--- config.mk ---
export PLATFORM = sky130hd
export DESIGN_NAME = layer_seq_ctrl
export DESIGN_NICKNAME = d
export VERILOG_FILES = /design/src/rtl/npu_ctrl_pkg.sv /design/src/rtl/prio_next_idx.sv /design/src/rtl/layer_seq_ctrl.sv
export SDC_FILE = /design/constraint.sdc
export NUM_CORES = 1
export LEC_CHECK = 0
export ABC_AREA = 1
export CAP_MARGIN = 20
export CORE_ASPECT_RATIO = 1.2
export CORE_UTILIZATION = 49
export DETAILED_ROUTE_END_ITERATION = 10
export PLACE_DENSITY = 0.72
export SYNTH_ARGS = -nofsm -noshare
export SYNTH_HDL_FRONTEND = slang
export SYNTH_HIERARCHICAL = 1
export SYNTH_SLANG_ARGS = --single-unit
--- constraint.sdc ---
create_clock -name clk -period 4.9 [get_ports clk]
set_input_delay 0.98 -clock clk [delete_from_list [all_inputs] [get_ports clk]]
set_output_delay 0.98 -clock clk [all_outputs]
set_load 0.005 [all_outputs]
--- src/rtl/npu_ctrl_pkg.sv ---
// Shared definitions for the inference-pipeline layer controllers.
// Latency: n/a (types, constants and elaboration-time helpers only).
// Backpressure: n/a.
package npu_ctrl_pkg;

    // Default widths, shared with the other layer controllers.
    localparam int DEF_TMO_W = 16;
    localparam int DEF_CNT_W = 24;

    // Sequencer states.
    typedef enum logic [1:0] {
        ST_IDLE   = 2'd0,
        ST_LAUNCH = 2'd1,
        ST_WAIT   = 2'd2,
        ST_ERR    = 2'd3
    } seq_state_t;

    // Width of an index into n items. A single item still needs one bit.
    function automatic int idx_w(input int n);
        return (n > 1) ? $clog2(n) : 1;
    endfunction

endpackage

--- src/rtl/prio_next_idx.sv ---
// Finds the lowest set mask bit strictly above cur, or the lowest set bit overall when incl_all is set.
// Latency: purely combinational.
// Backpressure: none; found is low when no candidate bit exists and nxt is then 0.
module prio_next_idx
    import npu_ctrl_pkg::*;
#(
    parameter int N = 4
) (
    input  logic [N-1:0]         mask,
    input  logic [idx_w(N)-1:0]  cur,
    input  logic                 incl_all,
    output logic [idx_w(N)-1:0]  nxt,
    output logic                 found
);

    localparam int IW = idx_w(N);

    // Scan from the top down so that the lowest qualifying bit is the one left standing.
    always_comb begin
        nxt   = '0;
        found = 1'b0;
        for (int i = N - 1; i >= 0; i--) begin
            if (mask[i] && (incl_all || (i > int'(cur)))) begin
                nxt   = IW'(i);
                found = 1'b1;
            end
        end
    end

endmodule

--- src/rtl/layer_seq_ctrl.sv ---
// Launches the enabled compute stages one after another and collects the last stage's result.
// Latency: strobe 1 cycle after a start edge, next strobe 1 cycle after each done, run done 2 cycles after the last done.
// Backpressure: none; start edges while busy are dropped, and only the running stage's done is honoured.
module layer_seq_ctrl
    import npu_ctrl_pkg::*;
#(
    parameter int N_STAGES = 4,
    parameter int TMO_W    = DEF_TMO_W,
    parameter int CNT_W    = DEF_CNT_W,
    parameter int RES_W    = 24
) (
    input  logic                         clk,
    input  logic                         rst,
    input  logic                         start,
    input  logic                         abort,
    input  logic [N_STAGES-1:0]          stage_en,
    input  logic [TMO_W-1:0]             timeout_lim,
    input  logic [N_STAGES-1:0]          stage_done,
    input  logic [RES_W-1:0]             res_in,
    output logic [N_STAGES-1:0]          stage_start,
    output logic                         busy,
    output logic                         done,
    output logic                         error,
    output logic [idx_w(N_STAGES)-1:0]   err_stage,
    output logic                         aborted,
    output logic [RES_W-1:0]             out,
    input  logic [idx_w(N_STAGES)-1:0]   perf_sel,
    output logic [CNT_W-1:0]             perf_cnt
);

    localparam int IW = idx_w(N_STAGES);

    seq_state_t            state_q, state_d;
    logic                  start_q;
    logic                  start_edge;
    logic [N_STAGES-1:0]   en_q;
    logic [IW-1:0]         k_q;
    logic [TMO_W-1:0]      wdog_q;
    logic [CNT_W-1:0]      perf_q [N_STAGES];
    logic                  fin_q;

    logic [IW-1:0]         first_idx, adv_idx;
    logic                  first_found, adv_found;
    logic                  done_k;

    // One-cycle decisions taken by the FSM this cycle.
    logic                  launch_run, empty_run, finish, advance, tmo_hit, abort_hit;

    assign start_edge = start & ~start_q;
    assign done_k     = stage_done[k_q];

    // First stage of a run comes straight from the live mask, since it is latched on the same edge.
    prio_next_idx #(.N(N_STAGES)) u_first (
        .mask     (stage_en),
        .cur      ('0),
        .incl_all (1'b1),
        .nxt      (first_idx),
        .found    (first_found)
    );

    prio_next_idx #(.N(N_STAGES)) u_adv (
        .mask     (en_q),
        .cur      (k_q),
        .incl_all (1'b0),
        .nxt      (adv_idx),
        .found    (adv_found)
    );

    // Next-state and per-cycle decision logic; abort outranks done and watchdog while a run is active.
    always_comb begin
        state_d    = state_q;
        launch_run = 1'b0;
        empty_run  = 1'b0;
        finish     = 1'b0;
        advance    = 1'b0;
        tmo_hit    = 1'b0;
        abort_hit  = 1'b0;
        case (state_q)
            ST_IDLE, ST_ERR: begin
                if (start_edge) begin
                    if (first_found) begin
                        launch_run = 1'b1;
                        state_d    = ST_LAUNCH;
                    end else begin
                        empty_run  = 1'b1;
                        state_d    = ST_IDLE;
                    end
                end
            end
            ST_LAUNCH: begin
                if (abort) begin
                    abort_hit = 1'b1;
                    state_d   = ST_IDLE;
                end else begin
                    state_d   = ST_WAIT;
                end
            end
            ST_WAIT: begin
                if (abort) begin
                    abort_hit = 1'b1;
                    state_d   = ST_IDLE;
                end else if (done_k) begin
                    if (adv_found) begin
                        advance = 1'b1;
                        state_d = ST_LAUNCH;
                    end else begin
                        finish  = 1'b1;
                        state_d = ST_IDLE;
                    end
                end else if ((timeout_lim != '0) && (wdog_q == timeout_lim)) begin
                    tmo_hit = 1'b1;
                    state_d = ST_ERR;
                end
            end
            default: state_d = ST_IDLE;
        endcase
    end

    // Control state, status flags and result capture.
    always_ff @(posedge clk) begin
        if (rst) begin
            state_q   <= ST_IDLE;
            start_q   <= 1'b0;
            en_q      <= '0;
            k_q       <= '0;
            fin_q     <= 1'b0;
            busy      <= 1'b0;
            done      <= 1'b0;
            aborted   <= 1'b0;
            error     <= 1'b0;
            err_stage <= '0;
            out       <= '0;
        end else begin
            state_q <= state_d;
            start_q <= start;
            fin_q   <= finish | empty_run;
            done    <= fin_q;
            aborted <= abort_hit;
            busy    <= (state_d == ST_LAUNCH) || (state_d == ST_WAIT);
            if (launch_run || empty_run) begin
                en_q  <= stage_en;
                error <= 1'b0;
            end
            if (launch_run) begin
                k_q <= first_idx;
            end else if (advance) begin
                k_q <= adv_idx;
            end
            if (finish) begin
                out <= res_in;
            end
            if (tmo_hit) begin
                error     <= 1'b1;
                err_stage <= k_q;
            end
        end
    end

    // Watchdog and per-stage cycle counters: the strobe cycle counts 1, every wait cycle adds 1, both saturate.
    always_ff @(posedge clk) begin
        if (rst) begin
            wdog_q <= '0;
            for (int i = 0; i < N_STAGES; i++) begin
                perf_q[i] <= '0;
            end
        end else if (launch_run || empty_run) begin
            for (int i = 0; i < N_STAGES; i++) begin
                perf_q[i] <= '0;
            end
        end else if ((state_q == ST_LAUNCH) && !abort) begin
            wdog_q <= TMO_W'(1);
            for (int i = 0; i < N_STAGES; i++) begin
                if (k_q == IW'(i)) begin
                    perf_q[i] <= CNT_W'(1);
                end
            end
        end else if ((state_q == ST_WAIT) && !abort) begin
            if (wdog_q != '1) begin
                wdog_q <= wdog_q + TMO_W'(1);
            end
            for (int i = 0; i < N_STAGES; i++) begin
                if ((k_q == IW'(i)) && (perf_q[i] != '1)) begin
                    perf_q[i] <= perf_q[i] + CNT_W'(1);
                end
            end
        end
    end

    // Single-cycle start strobe for the current stage while launching.
    always_comb begin
        stage_start = '0;
        if (state_q == ST_LAUNCH) begin
            for (int i = 0; i < N_STAGES; i++) begin
                if (k_q == IW'(i)) begin
                    stage_start[i] = 1'b1;
                end
            end
        end
    end

    // Counter readback mux; a select past the last stage reads 0.
    always_comb begin
        perf_cnt = '0;
        for (int i = 0; i < N_STAGES; i++) begin
            if (perf_sel == IW'(i)) begin
                perf_cnt = perf_q[i];
            end
        end
    end

endmodule
==> flow_summary.html <==
<table>
<tr><th>Metric</th><th>Value</th></tr>
<tr><th colspan="2">Pwr</th></tr>
<tr><td>Largest vdd supply drop</td><td>0.0002516 V</td></tr>
<tr><td>Pwr Density</td><td>276.5 mW/mm^2</td></tr>
<tr><td>Share of total power in combinational logic</td><td>0.088</td></tr>
<tr><td>Cell internal power dissipation</td><td>2.220 mW</td></tr>
<tr><td>Clock share of power</td><td>0.465</td></tr>
<tr><td>Relative contribution of sequential cells to total power</td><td>0.448</td></tr>
<tr><td>Leak pwr</td><td>4.045 nW</td></tr>
<tr><td>Switching Power</td><td>0.7165 mW</td></tr>
<tr><td>Net switching fraction of the power</td><td>0.2440</td></tr>
<tr><td>Power consumption</td><td>2.937 mW</td></tr>
<tr><th colspan="2">GRT</th></tr>
<tr><td>Pin count of the biggest net entering global routing</td><td>41</td></tr>
<tr><td>GRT Resource Usage Total</td><td>0.2839</td></tr>
<tr><td>Global-route wire length before repair</td><td>40.12 mm</td></tr>
<tr><td>Via count of the first global-routing pass</td><td>8364</td></tr>
<tr><td>Number of antenna violations at the first check in global routing</td><td>0</td></tr>
<tr><td>Total gr overflow</td><td>0</td></tr>
<tr><th colspan="2">Run status</th></tr>
<tr><td>Result of the run</td><td>finished clean</td></tr>
<tr><th colspan="2">Place</th></tr>
<tr><td>Post-DP HPWL</td><td>19.19 mm</td></tr>
<tr><td>Number of buffer cells added on primary ports</td><td>111</td></tr>
<tr><td>Global placement routability congestion</td><td>0.9657</td></tr>
<tr><th colspan="2">Worst setup path</th></tr>
<tr><td>Required @ worst endpoint</td><td>3.92 ns</td></tr>
<tr><td>Worst path arrival time</td><td>3.10 ns</td></tr>
<tr><td>Critical-path cell list</td><td>clkdlybuf4s50_1 &gt; nor2_1 &gt; inv_1 &gt; o22ai_1 &gt; a21oi_1 &gt; o21ai_0 &gt; clkdlybuf4s50_1</td></tr>
<tr><td>Most common cell on crit path</td><td>clkdlybuf4s50_1</td></tr>
<tr><td>Crit Path Max Fanout</td><td>16</td></tr>
<tr><td>Worst-path cell with the longest stage delay</td><td>clkdlybuf4s50_1</td></tr>
<tr><td>CP peak stage delay</td><td>0.59 ns</td></tr>
<tr><td>CP Launch Type</td><td>input port</td></tr>
<tr><td>Critical path class</td><td>input port to primary output</td></tr>
<tr><td>Crit end category</td><td>primary output</td></tr>
<tr><th colspan="2">STA</th></tr>
<tr><td>Maximum clock frequency</td><td>245.0 MHz</td></tr>
<tr><td>Actual slew at the worst max-slew pin</td><td>0.8092 ns</td></tr>
<tr><td>Worst clock skew on the final layout</td><td>0.01089 ns</td></tr>
<tr><td>Unrepaired setup endpoints after global routing</td><td>no</td></tr>
<tr><td>Final Critical Period</td><td>4.082 ns</td></tr>
<tr><td>Period Utilization, post-route</td><td>0.8330</td></tr>
<tr><td>Final Slew Violations</td><td>0</td></tr>
<tr><td>Final-layout setup total negative slack</td><td>0 ns</td></tr>
<tr><td>Count of endpoints failing setup in the final report</td><td>0</td></tr>
<tr><td>Slew margin rel.</td><td>0.4599</td></tr>
<tr><td>Final number of hold-violating endpoints</td><td>0</td></tr>
<tr><th colspan="2">Floorplan</th></tr>
<tr><td>Std cell rows</td><td>53</td></tr>
<tr><td>Die Height</td><td>148.1 um</td></tr>
<tr><td>Number of top-level pins</td><td>112</td></tr>
<tr><td>Floorplan die width</td><td>123.7 um</td></tr>
<tr><td>Initial standard-cell utilization of the core</td><td>0.4997</td></tr>
<tr><td>Core Area</td><td>0.01744 sq mm</td></tr>
<tr><td>Full die area</td><td>0.01832 sq mm</td></tr>
<tr><th colspan="2">Synthesis</th></tr>
<tr><td>Number of synthesized register bits</td><td>152</td></tr>
<tr><td>Synthesized instance count</td><td>1291</td></tr>
<tr><td>Count of cell types in the netlist</td><td>51</td></tr>
<tr><td>Sequential fraction of the synthesis area</td><td>0.3767</td></tr>
<tr><td>EDFF count, synth</td><td>24</td></tr>
<tr><td>Synth Warn #</td><td>6</td></tr>
<tr><td>FFs w/ async S/R, synth</td><td>0</td></tr>
<tr><td>Post-synthesis average cell area</td><td>6.750 sq um</td></tr>
<tr><td>Area of the mapped netlist</td><td>0.008715 sq mm</td></tr>
<tr><td>Most instantiated flip-flop cell in the synthesis netlist</td><td>dfxtp_1</td></tr>
<tr><th colspan="2">Worst hold path</th></tr>
<tr><td>Type of the tightest min-delay check</td><td>flip-flop to flip-flop</td></tr>
<tr><th colspan="2">CTS</th></tr>
<tr><td>CTS root buffer</td><td>clkbuf_16</td></tr>
<tr><td>TritonCTS Sinks</td><td>152</td></tr>
<tr><td>Clock Pin Slew Worst Setup and Hold Paths</td><td>0.06 ns</td></tr>
<tr><td>Maximum level of the CTS H-tree</td><td>4</td></tr>
<tr><td>Setup Fix Bufs, Post-CTS</td><td>0</td></tr>
<tr><td>Hold bufs inserted after CTS</td><td>0</td></tr>
<tr><td>Total CTS buffers</td><td>17</td></tr>
<tr><td>Insertion delay to the later sink of the worst-skew pair</td><td>0.43 ns</td></tr>
<tr><td>Count of instances resized after the clock tree is built</td><td>0</td></tr>
<tr><td>Clock tree from TritonCTS</td><td>yes</td></tr>
<tr><td>Number of buffers between clock root and the deepest sink</td><td>2</td></tr>
<tr><th colspan="2">Layout</th></tr>
<tr><td>Fraction of layout instances using a drive strength above 1</td><td>0.07910</td></tr>
<tr><td>Layout overhead on the synthesized area</td><td>21.88%</td></tr>
<tr><td>Antenna diode count</td><td>0</td></tr>
<tr><td>Filler Cell Count</td><td>1664</td></tr>
<tr><td>Number of nets in the layout</td><td>1465</td></tr>
<tr><th colspan="2">Route</th></tr>
<tr><td>Vias after detailed routing</td><td>8895</td></tr>
<tr><td>Per-cell via count in the routed design</td><td>5.437</td></tr>
<tr><td>Post-detailed-route wirelength per cell</td><td>15.36 um</td></tr>
<tr><td>Post-detailed-route count of antenna-violating nets</td><td>0</td></tr>
<tr><td>DRC errors left</td><td>0</td></tr>
<tr><td>Initial detailed-routing violation count</td><td>675</td></tr>
<tr><td>Final routed wirelength across all metal layers</td><td>25.14 mm</td></tr>
<tr><td>Number of detailed-routing iterations run before antenna repair</td><td>5</td></tr>
<tr><th colspan="2">Job</th></tr>
<tr><td>Maximum Capacitance Violations</td><td>0</td></tr>
</table>
==> final cells by class <==
| class | count | area [sq um] | share of cell area |
|---|---|---|---|
| well taps | 220 | 275.3 | 0.02592 |
| inverters | 172 | 648.1 | 0.06102 |
| clock buffers | 19 | 454.2 | 0.04276 |
| repair buffers | 119 | 1171 | 0.1103 |
| multi-input cells | 942 | 4639 | 0.4368 |
| flip-flops and latches | 152 | 3283 | 0.3091 |
| clock inverters | 12 | 150.1 | 0.01414 |
==> cells in the final DEF (no fill, tap or decap), types with 6 or more instances in the layout <==
| cell type | synthesis | layout |
|---|---|---|
| clkbuf_16 | 0 | 18 |
| a221oi_1 | 6 | 6 |
| o2111ai_1 | 6 | 6 |
| nand4_1 | 21 | 21 |
| and3_1 | 7 | 7 |
| o21ai_0 | 59 | 59 |
| a211oi_1 | 7 | 7 |
| inv_1 | 152 | 152 |
| nor4_1 | 7 | 7 |
| a21oi_1 | 109 | 109 |
| o22ai_1 | 14 | 14 |
| inv_2 | 18 | 18 |
| nor2_4 | 8 | 8 |
| ha_1 | 7 | 7 |
| nor2_1 | 141 | 141 |
| nor3_1 | 46 | 46 |
| nand3_1 | 65 | 65 |
| xor2_1 | 19 | 19 |
| nand2_2 | 13 | 13 |
| edfxtp_1 | 24 | 24 |
| nand2_1 | 334 | 334 |
| buf_4 | 4 | 8 |
| clkdlybuf4s50_1 | 0 | 111 |
| a31oi_1 | 9 | 9 |
| conb_1 | 2 | 8 |
| dfxtp_1 | 128 | 128 |
| nor2_2 | 13 | 13 |
==> worst paths after layout <==
kind,from,endpoint,slack (ns),cells past startpoint
setup reg to reg,state_q[0],perf_q[1][17],1.82,11
setup / recovery,perf_sel[0],perf_cnt[3],0.82,7
hold reg to reg,fin_q,done,0.42,2
hold / removal,fin_q,done,0.42,2
==> registers in the layout, summed over array words and instances (netlist names), 2 cells and up <==
register and flops:
perf_q 96, en_q 4, err_stage 2, state_q 2, k_q 2, wdog_q 16
out 24
==> layer usage <==
layer / track usage / part of all wire / vias to the layer above
li1: - / - / 4459
met1: 0.3267 / 0.41 / 4065
met2: 0.4769 / 0.47 / 310
met3: 0.07247 / 0.070 / 61
met4: 0.1512 / 0.051 / 0
met5: 0 / 0 / -
==> power by group through the flow <==
stage | logic, mW | registers, mW | clock network [mW]
floorplan | 0.150 | 1.33 | 0
global placement | 0.252 | 1.34 | 0
detailed placement | 0.254 | 1.34 | 0
CTS | 0.255 | 1.31 | 1.38
global route | 0.285 | 1.32 | 1.43
finish | 0.257 | 1.31 | 1.36
==> Yosys cell counts, types with 5 or more instances <==
cell type,number,area share
nor2_2,13,0.0093
o21ai_0,59,0.034
inv_1,152,0.065
and3_1,7,0.0050
o22ai_1,14,0.010
nand2_2,13,0.0093
nand3_1,65,0.037
inv_2,18,0.0078
clkbuf_1,12,0.0052
ha_1,7,0.010
a211oi_1,7,0.0060
xor2_1,19,0.019
o2111ai_1,6,0.0060
edfxtp_1,24,0.083
nand4_1,21,0.015
dfxtp_1,128,0.29
a31oi_1,9,0.0065
nor4_1,7,0.0050
nor2_4,8,0.010
nand2_1,334,0.14
buf_2,10,0.0057
a21oi_1,109,0.063
a221oi_1,6,0.0060
nor3_2,5,0.0057
a22o_1,5,0.0050
nor3_1,46,0.026
nor2_1,141,0.061
==> worst max-delay path, delay by kind of cell <==
| family | cells | cell delay, ns |
|---|---|---|
| buffers and inverters | 3 | 1.54 |
| AND/OR/NAND/NOR | 1 | 0.08 |
| AO/OA/AOI/OAI | 3 | 0.48 |
==> cell families (layout without fill, tap and decap cells) <==
logic type,after synthesis,count (layout),share of synthesized area
flops,152,152,0.3767
buf+inv,203,322,0.09347
fa+ha+maj,7,7,0.01005
other cells,2,8,0.0008618
xor+xnor,20,20,0.02010
simple gates,682,682,0.3525
compound gates,225,225,0.1463
==> through the flow <==
step	instance area, sq um	hold WS [ns]	cells	setup WS (ns)	util
after floorplan	8737	0.3883	1297	1.758	-
after global placement	10020	0.4138	1605	0.9276	0.5744
after detailed placement	10020	0.4095	1605	0.8936	0.5744
after CTS	10620	0.4153	1636	0.8767	0.6090
after global routing	10620	0.4161	1636	0.7301	0.6090
final	10620	0.4179	1636	0.8181	0.6090
Note: power is estimated with default switching activity, not from simulation.
